**src/rtl/dmux_pkg.sv**
```systemverilog
// Shared definitions for the slot scheduler that feeds the 1-to-4 distributor.
package dmux_pkg;

  typedef enum logic {
    IDLE = 1'b0,
    SEND = 1'b1
  } state_e;

  localparam int NUM_CH   = 4;
  localparam int SEL_W    = 2;
  localparam int HOLD_MAX = 255;
  localparam int HOLD_W   = $clog2(HOLD_MAX + 1);

endpackage

```
**src/rtl/dmux_slot_scheduler_if.sv**
```systemverilog
// Word handshake on one side, distributor drive (data, select, status) on the other.
interface dmux_slot_scheduler_if;
  import dmux_pkg::*;

  logic [NUM_CH-1:0] iData;
  logic              iValid;
  logic              oReady;
  logic              oC;
  logic              oS1;
  logic              oS0;
  logic              oBusy;
  logic              oDone;

  modport master (
    output iData, iValid,
    input  oReady, oC, oS1, oS0, oBusy, oDone
  );

  modport slave (
    input  iData, iValid,
    output oReady, oC, oS1, oS0, oBusy, oDone
  );

endinterface

```
**src/rtl/dmux_slot_timer.sv**
```systemverilog
// Hold counter plus slot counter; slot_tick_o fires on the last hold cycle of a slot.
module dmux_slot_timer
  import dmux_pkg::*;
#(
  parameter int HOLD_CYCLES = 2,
  parameter int NUM_CH      = dmux_pkg::NUM_CH
) (
  input  logic             clk_i,
  input  logic             rst_ni,
  input  logic             clear_i,
  input  logic             en_i,
  output logic [SEL_W-1:0] slot_o,
  output logic             slot_tick_o,
  output logic             last_slot_o
);

  localparam logic [HOLD_W-1:0] HoldLast = HOLD_W'(HOLD_CYCLES - 1);
  localparam logic [SEL_W-1:0]  SlotLast = SEL_W'(NUM_CH - 1);

  logic [HOLD_W-1:0] holdCount_q, holdCount_d;
  logic [SEL_W-1:0]  slot_q, slot_d;

  assign slot_o      = slot_q;
  assign slot_tick_o = en_i && (holdCount_q == HoldLast);
  assign last_slot_o = (slot_q == SlotLast);

  // Clear has priority so an accept always starts the frame from slot 0.
  always_comb begin
    holdCount_d = holdCount_q;
    slot_d      = slot_q;
    if (clear_i) begin
      holdCount_d = '0;
      slot_d      = '0;
    end else if (slot_tick_o) begin
      holdCount_d = '0;
      slot_d      = slot_q + SEL_W'(1);
    end else if (en_i) begin
      holdCount_d = holdCount_q + HOLD_W'(1);
    end
  end

  always_ff @(posedge clk_i) begin
    if (!rst_ni) begin
      holdCount_q <= '0;
      slot_q      <= '0;
    end else begin
      holdCount_q <= holdCount_d;
      slot_q      <= slot_d;
    end
  end

endmodule

```
**src/rtl/dmux_slot_scheduler.sv**
```systemverilog
// Captures a 4-bit word and walks it out one channel per slot to the distributor,
// with select and data registered together so they always change on the same edge.
module dmux_slot_scheduler
  import dmux_pkg::*;
#(
  parameter int HOLD_CYCLES = 2,
  parameter int NUM_CH      = dmux_pkg::NUM_CH
) (
  input  logic                 iCLK,
  input  logic                 iRST_N,
  dmux_slot_scheduler_if.slave bus
);

  state_e            state_q, state_d;
  logic [NUM_CH-1:0] word_q, word_d;
  logic              c_q, c_d;
  logic [SEL_W-1:0]  sel_q, sel_d;
  logic              busy_q, busy_d;
  logic              done_q, done_d;
  logic              ready_q, ready_d;

  logic              timerClear;
  logic              timerEn;
  logic [SEL_W-1:0]  slot;
  logic [SEL_W-1:0]  nextSlot;
  logic              slotTick;
  logic              lastSlot;

  dmux_slot_timer #(
    .HOLD_CYCLES (HOLD_CYCLES),
    .NUM_CH      (NUM_CH)
  ) u_timer (
    .clk_i       (iCLK),
    .rst_ni      (iRST_N),
    .clear_i     (timerClear),
    .en_i        (timerEn),
    .slot_o      (slot),
    .slot_tick_o (slotTick),
    .last_slot_o (lastSlot)
  );

  assign nextSlot = slot + SEL_W'(1);

  // Outputs are computed for the state being entered, so the registered values
  // line up with the slot counter after each edge.
  always_comb begin
    state_d    = state_q;
    word_d     = word_q;
    c_d        = 1'b0;
    sel_d      = '0;
    busy_d     = 1'b0;
    done_d     = 1'b0;
    ready_d    = 1'b0;
    timerClear = 1'b1;
    timerEn    = 1'b0;
    unique case (state_q)
      IDLE: begin
        ready_d = 1'b1;
        if (bus.iValid && ready_q) begin
          state_d = SEND;
          word_d  = bus.iData;
          c_d     = bus.iData[0];
          busy_d  = 1'b1;
          ready_d = 1'b0;
        end
      end
      SEND: begin
        timerClear = 1'b0;
        timerEn    = 1'b1;
        busy_d     = 1'b1;
        if (slotTick && lastSlot) begin
          state_d = IDLE;
          busy_d  = 1'b0;
          ready_d = 1'b1;
          done_d  = 1'b1;
        end else if (slotTick) begin
          sel_d = nextSlot;
          c_d   = word_q[nextSlot];
        end else begin
          sel_d = slot;
          c_d   = word_q[slot];
        end
      end
      default: state_d = IDLE;
    endcase
  end

  always_ff @(posedge iCLK) begin
    if (!iRST_N) begin
      state_q <= IDLE;
      word_q  <= '0;
      c_q     <= 1'b0;
      sel_q   <= '0;
      busy_q  <= 1'b0;
      done_q  <= 1'b0;
      ready_q <= 1'b0;
    end else begin
      state_q <= state_d;
      word_q  <= word_d;
      c_q     <= c_d;
      sel_q   <= sel_d;
      busy_q  <= busy_d;
      done_q  <= done_d;
      ready_q <= ready_d;
    end
  end

  assign bus.oReady = ready_q;
  assign bus.oC     = c_q;
  assign bus.oS1    = sel_q[1];
  assign bus.oS0    = sel_q[0];
  assign bus.oBusy  = busy_q;
  assign bus.oDone  = done_q;

endmodule
```
**src/flat_wrapper.sv**
```systemverilog
// flat-port wrapper written by rule: the top's interface ports become plain ports
module dmux_slot_scheduler_flat import dmux_pkg::*;
#(
  parameter int HOLD_CYCLES = 2,
  parameter int NUM_CH      = dmux_pkg::NUM_CH
)
  (iCLK, iRST_N, bus_iData, bus_iValid, bus_oReady, bus_oC, bus_oS1, bus_oS0, bus_oBusy, bus_oDone);
  dmux_slot_scheduler_if bus_i ();
  input  logic iCLK;
  input  logic iRST_N;
  input wire logic [$bits(bus_i.iData)-1:0] bus_iData;
  input wire logic [$bits(bus_i.iValid)-1:0] bus_iValid;
  output wire logic [$bits(bus_i.oReady)-1:0] bus_oReady;
  output wire logic [$bits(bus_i.oC)-1:0] bus_oC;
  output wire logic [$bits(bus_i.oS1)-1:0] bus_oS1;
  output wire logic [$bits(bus_i.oS0)-1:0] bus_oS0;
  output wire logic [$bits(bus_i.oBusy)-1:0] bus_oBusy;
  output wire logic [$bits(bus_i.oDone)-1:0] bus_oDone;
  assign bus_i.iData = bus_iData;
  assign bus_i.iValid = bus_iValid;
  assign bus_oReady = bus_i.oReady;
  assign bus_oC = bus_i.oC;
  assign bus_oS1 = bus_i.oS1;
  assign bus_oS0 = bus_i.oS0;
  assign bus_oBusy = bus_i.oBusy;
  assign bus_oDone = bus_i.oDone;
  dmux_slot_scheduler #(.HOLD_CYCLES(HOLD_CYCLES), .NUM_CH(NUM_CH)) u_core (.iCLK(iCLK), .iRST_N(iRST_N), .bus(bus_i));
endmodule
```
**config.mk**
```make
export PLATFORM = sky130hd
export DESIGN_NAME = dmux_slot_scheduler_flat
export DESIGN_NICKNAME = d
export VERILOG_FILES = /design/src/rtl/dmux_pkg.sv /design/src/rtl/dmux_slot_scheduler_if.sv /design/src/rtl/dmux_slot_timer.sv /design/src/rtl/dmux_slot_scheduler.sv /design/src/flat_wrapper.sv
export SDC_FILE = /design/constraint.sdc
export NUM_CORES = 1
export LEC_CHECK = 0
export BUFFER_PORTS_ARGS = -buffer_cell sky130_fd_sc_hd__buf_2
export CORE_MARGIN = 2
export CORE_UTILIZATION = 48
export CTS_CLUSTER_DIAMETER = 200
export DETAILED_ROUTE_END_ITERATION = 10
export PLACE_DENSITY = 0.69
export SLEW_MARGIN = 20
export SYNTH_ARGS = -nofsm -noshare
export SYNTH_HDL_FRONTEND = slang
export SYNTH_HIERARCHICAL = 1
export SYNTH_SLANG_ARGS = --single-unit
```
**constraint.sdc**
```tcl
create_clock -name iCLK -period 3.5 [get_ports iCLK]
set_input_delay 0.175 -clock iCLK [delete_from_list [all_inputs] [get_ports iCLK]]
set_output_delay 0.175 -clock iCLK [all_outputs]
set_load 0.005 [all_outputs]
```
* Word level (Yosys, flattened, before mapping) *
Index checks and enable logic that the tools add are counted.
W data, S select, Z words.

word-level totals
  output and inout bits = 6
  bits in registers = 20
  RAM bits = 0
  latch bits = 0
  bits in read-only memories = 0
  word-level logic and storage cells = 39
  bits of input ports = 7
  memories kept = 0

cells by class
  shift operators = 0
  divide/modulo/power cells = 0
  multipliers = 0
  add/sub/neg operators = 2
  eq/ne operators = 2
  order comparisons = 2
  reduce and logical (&&, ||, !) cells = 7
  bitwise logic cells = 2
  muxes and demuxes = 16

operator list
  cell                   number
  $mux W1                10
  $add A8 B1 Y8 const B  1
  $eq A8 B1 Y1 const B   1
  $lt A2 B3 Y1 const B   2
  $pmux W1 S2            3
  $reduce_or A3 Y1       2
  $bmux W1 S2            2
  $reduce_and A2 Y1      2
  $logic_and A1 B1 Y1    3
  $add A2 B1 Y2 const B  1
  $eq A2 B2 Y1 const B   1
  $mux W2                1
  $not A1 Y1             2

* Logic depth before layout (Yosys ltp) *
  word-level depth = 6
  mapped depth = 7
  gate-level depth less buffers = 7

* By module *
Netlist, hierarchy kept.

by module, submodules not included
  module               instances  area each (um^2)  cells each
  dmux_slot_timer      1          481.7             53
  dmux_slot_scheduler  1          410.4             41

* Worst setup path after synthesis *
No wires, ideal clock.

  path kind = flip-flop to flip-flop
  start = reg, netlist name u_core/bus.oBusy
  end = reg u_core.c_q, in the netlist u_core/bus.oC
  required time = 3.413 ns
  stages on the path, launching flop included = 7
  slack = 1.652 ns
  clock period less this slack = 1.848 ns
  buffers on the path = 1
  arrival time = 1.761 ns
  library setup time = 0.087 ns
  path through = dfxtp_1 buf_4 or4b_4 nor2_1 xnor2_1 o211ai_1 o31ai_1

RTL lines
  element               line                        text
  end signal, assigned  dmux_slot_scheduler.sv:92   c_q <= 1'b0;
  end signal, assigned  dmux_slot_scheduler.sv:100  c_q <= c_d;
  end, declared         dmux_slot_scheduler.sv:16   logic c_q, c_d;

==> impl_metrics.json <==
{
  "cts_resized": 0,
  "ys_warn_count": 6,
  "grt_pass1_wl_mm": 2.387,
  "instances_no_fill": 133,
  "avgViaCountPerCell": 5.150,
  "worst_slack_ns": 1.464,
  "drive_gt1_frac": 0.1852,
  "pin_count": 13,
  "nNetsFinal": 119,
  "finalCriticalPeriod_ns": 2.036,
  "crit_fanout": 14,
  "powerDensity_nw_per_um2": 397.0,
  "drt_iter0_drc": 15,
  "synth_cell_types": 28,
  "gp_congestion": 0.7338,
  "chipWidth_um": 47.11,
  "synth-seq-cells": 20,
  "cp_data_arrival_time_ns": 2.26,
  "die_y_um": 47.11,
  "clkTransAtPathRegs_ns": 0.11,
  "cts_root_buf": "clkbuf_4",
  "cts.sinks": 20,
  "num_antenna_cells": 0,
  "path_class": "flip-flop to flip-flop",
  "htreeDepth": 1,
  "status": "finished clean",
  "rsz0062_at_grt": "no",
  "wl_per_cell_um": 10.99,
  "clock.fmax_mhz": 491.1,
  "via_count": 685,
  "register_area_um2": 400.4,
  "synthCells": 94,
  "core_area_um2": 1745,
  "relSlewSlack": 0.7246,
  "start_kind": "flip-flop",
  "hpwlAfterDp_mm": 1.086,
  "tightest_slew_ns": 0.4125,
  "synth_nets": 104,
  "holdCritPathClass": "input pin to flip-flop",
  "max_cap_viol_count": 0,
  "clkLatencyLatePin_ns": 0.30,
  "grt_pass1_vias": 553,
  "fin_setup_tns_ns": 0,
  "finalHoldViolations": 0,
  "cts_setup_buffers": 0,
  "multi_input_area_um2": 467.9,
  "start_util": 0.5111,
  "worst_ir_drop_vdd_mv": 0.2611,
  "cts_buffers": 3,
  "cts-hold-fix-buffers": 0,
  "clockBufferDepth": 2,
  "fillers": 162,
  "numPortBuffers": 12,
  "cp-end-kind": "flip-flop",
  "leakage_nw": 0.3583,
  "antenna_found_initial": 0,
  "wl_mm": 1.462,
  "power_w": 0.0003998,
  "gr-usage-all-layers": 0.1539,
  "drtPass1Iterations": 4,
  "numPlacedInstances": 129,
  "synth_area_per_cell_um2": 9.490,
  "finalMaxSlewViolations": 0,
  "grt.overflow.total": 0,
  "cts_tree": "built",
  "synth_area_um2": 892.1,
  "dpl_worst_slack_ns": 1.500,
  "area_growth_pct": 12.90,
  "rows": 15,
  "die_area_um2": 2219,
  "cp.required_ns": 3.72,
  "finClkSkew_ns": 0.001872,
  "post-route-period-util": 0.5817,
  "ant_nets": 0,
  "drc": 0,
  "setup_viol_count_final": 0,
  "grt_max_degree": 15,
  "synth_seq_area_share": 0.4488
}
==> worst paths after layout <==
path / from / to / slack, ns / cells after the start
max: u_core/bus.oBusy / u_core/bus.oC / 1.46 / 5
max reg2reg: u_core/bus.oBusy / u_core/bus.oC / 1.46 / 5
min reg2reg: u_core/u_timer/holdCount_q[7] / u_core/u_timer/holdCount_q[7] / 0.50 / 2
min: bus_iData[0] / u_core/bus.oC / 0.12 / 3
==> power by group <==
group / leakage, nW / switching, W / internal, W
Clock: 0.0210 / 0.0000697 / 0.0000634
Combinational: 0.175 / 0.0000130 / 0.0000151
Sequential: 0.162 / 0.00000574 / 0.000233
==> cell type report <==
class / count / share of cell area
Timing Repair Buffer: 12 / 0.05963
Clock buffer: 4 / 0.03602
Multi-Input combinational cell: 69 / 0.4646
Tap cell: 25 / 0.03106
Sequential cell: 20 / 0.3975
Inverter: 3 / 0.01118
==> worst max-delay path: stages (launching register included) <==
cell      delay, ns
dfxtp_1        0.59
or4b_4         0.55
nor2_1         0.33
xnor2_1        0.19
o211ai_1       0.12
o31ai_1        0.18
==> registers in the layout (all words and copies together) (netlist names) <==
| signal | count |
|---|---|
| u_core/bus.oReady | 1 |
| u_core/sel_q | 2 |
| u_core/bus.oDone | 1 |
| u_core/bus.oBusy | 1 |
| u_core/bus.oC | 1 |
| u_core/u_timer/holdCount_q | 8 |
| u_core/u_timer/slot_o | 2 |
| u_core/word_q | 4 |
==> layer usage <==
metal	part of all wire	global-route usage	wire length, um
met3	0.033	0.03077	48
met4	0.013	0.1111	19
met5	0	0	0
met1	0.52	0.2180	765
met2	0.43	0.2055	627
==> synth_stat cells (all sizes together) <==
master / n / area (um^2)
a211oi: 1 / 7.510
a21oi: 6 / 30.03
and2: 1 / 6.260
and3b: 1 / 8.760
buf: 2 / 12.51
dfxtp: 20 / 400.4
ha: 3 / 37.54
inv: 3 / 11.26
mux2: 1 / 11.26
mux2i: 4 / 40.04
nand2: 7 / 26.28
nand2b: 1 / 6.260
nand3: 2 / 10.01
nand4: 3 / 18.77
nand4b: 1 / 8.760
nor2: 9 / 33.78
nor2b: 5 / 31.28
o211ai: 1 / 7.510
o21ai: 4 / 20.02
o21bai: 1 / 11.26
o31ai: 3 / 22.52
or3: 4 / 25.02
or4: 2 / 15.01
or4b: 3 / 37.54
xnor2: 2 / 17.52
xor2: 4 / 35.03
==> logic make-up after synthesis <==
group | after synthesis | synth area share
XOR/XNOR | 6 | 0.05891
flip-flops | 20 | 0.4488
AO/OA/AOI/OAI | 16 | 0.1108
buffers and inverters | 5 | 0.02664
adder cells (fa/ha/maj) | 3 | 0.04208
AND/OR/NAND/NOR | 39 | 0.2553
multiplexers | 5 | 0.05750
==> metrics by stage <==
| stage | util | cell area (um^2) | hold slack, ns |
|---|---|---|---|
| floorplan | - | 892.1 | 0.2967 |
| global placement | 0.5563 | 970.9 | 0.4282 |
| detailed placement | 0.5563 | 970.9 | 0.4326 |
| CTS | 0.5771 | 1007 | 0.1105 |
| global route | 0.5771 | 1007 | 0.1284 |
| finish | 0.5771 | 1007 | 0.1250 |
==> layout by cell type (no fill, tap or decap), drive strengths merged <==
| cell type | n |
|---|---|
| inv | 3 |
| buf | 12 |
| o31ai | 3 |
| a211oi | 1 |
| nand4b | 1 |
| mux2 | 1 |
| nand4 | 3 |
| clkbuf | 4 |
| o211ai | 1 |
| nand2 | 7 |
| nor2b | 5 |
| ha | 3 |
| or4 | 2 |
| and2 | 1 |
| nor2 | 9 |
| and3b | 1 |
| or4b | 3 |
| xnor2 | 2 |
| nand3 | 2 |
| o21ai | 4 |
| mux2i | 4 |
| or3 | 4 |
| a21oi | 6 |
| nand2b | 1 |
| xor2 | 4 |
| o21bai | 1 |
| dfxtp | 20 |
(Power assumes the default switching activity.)
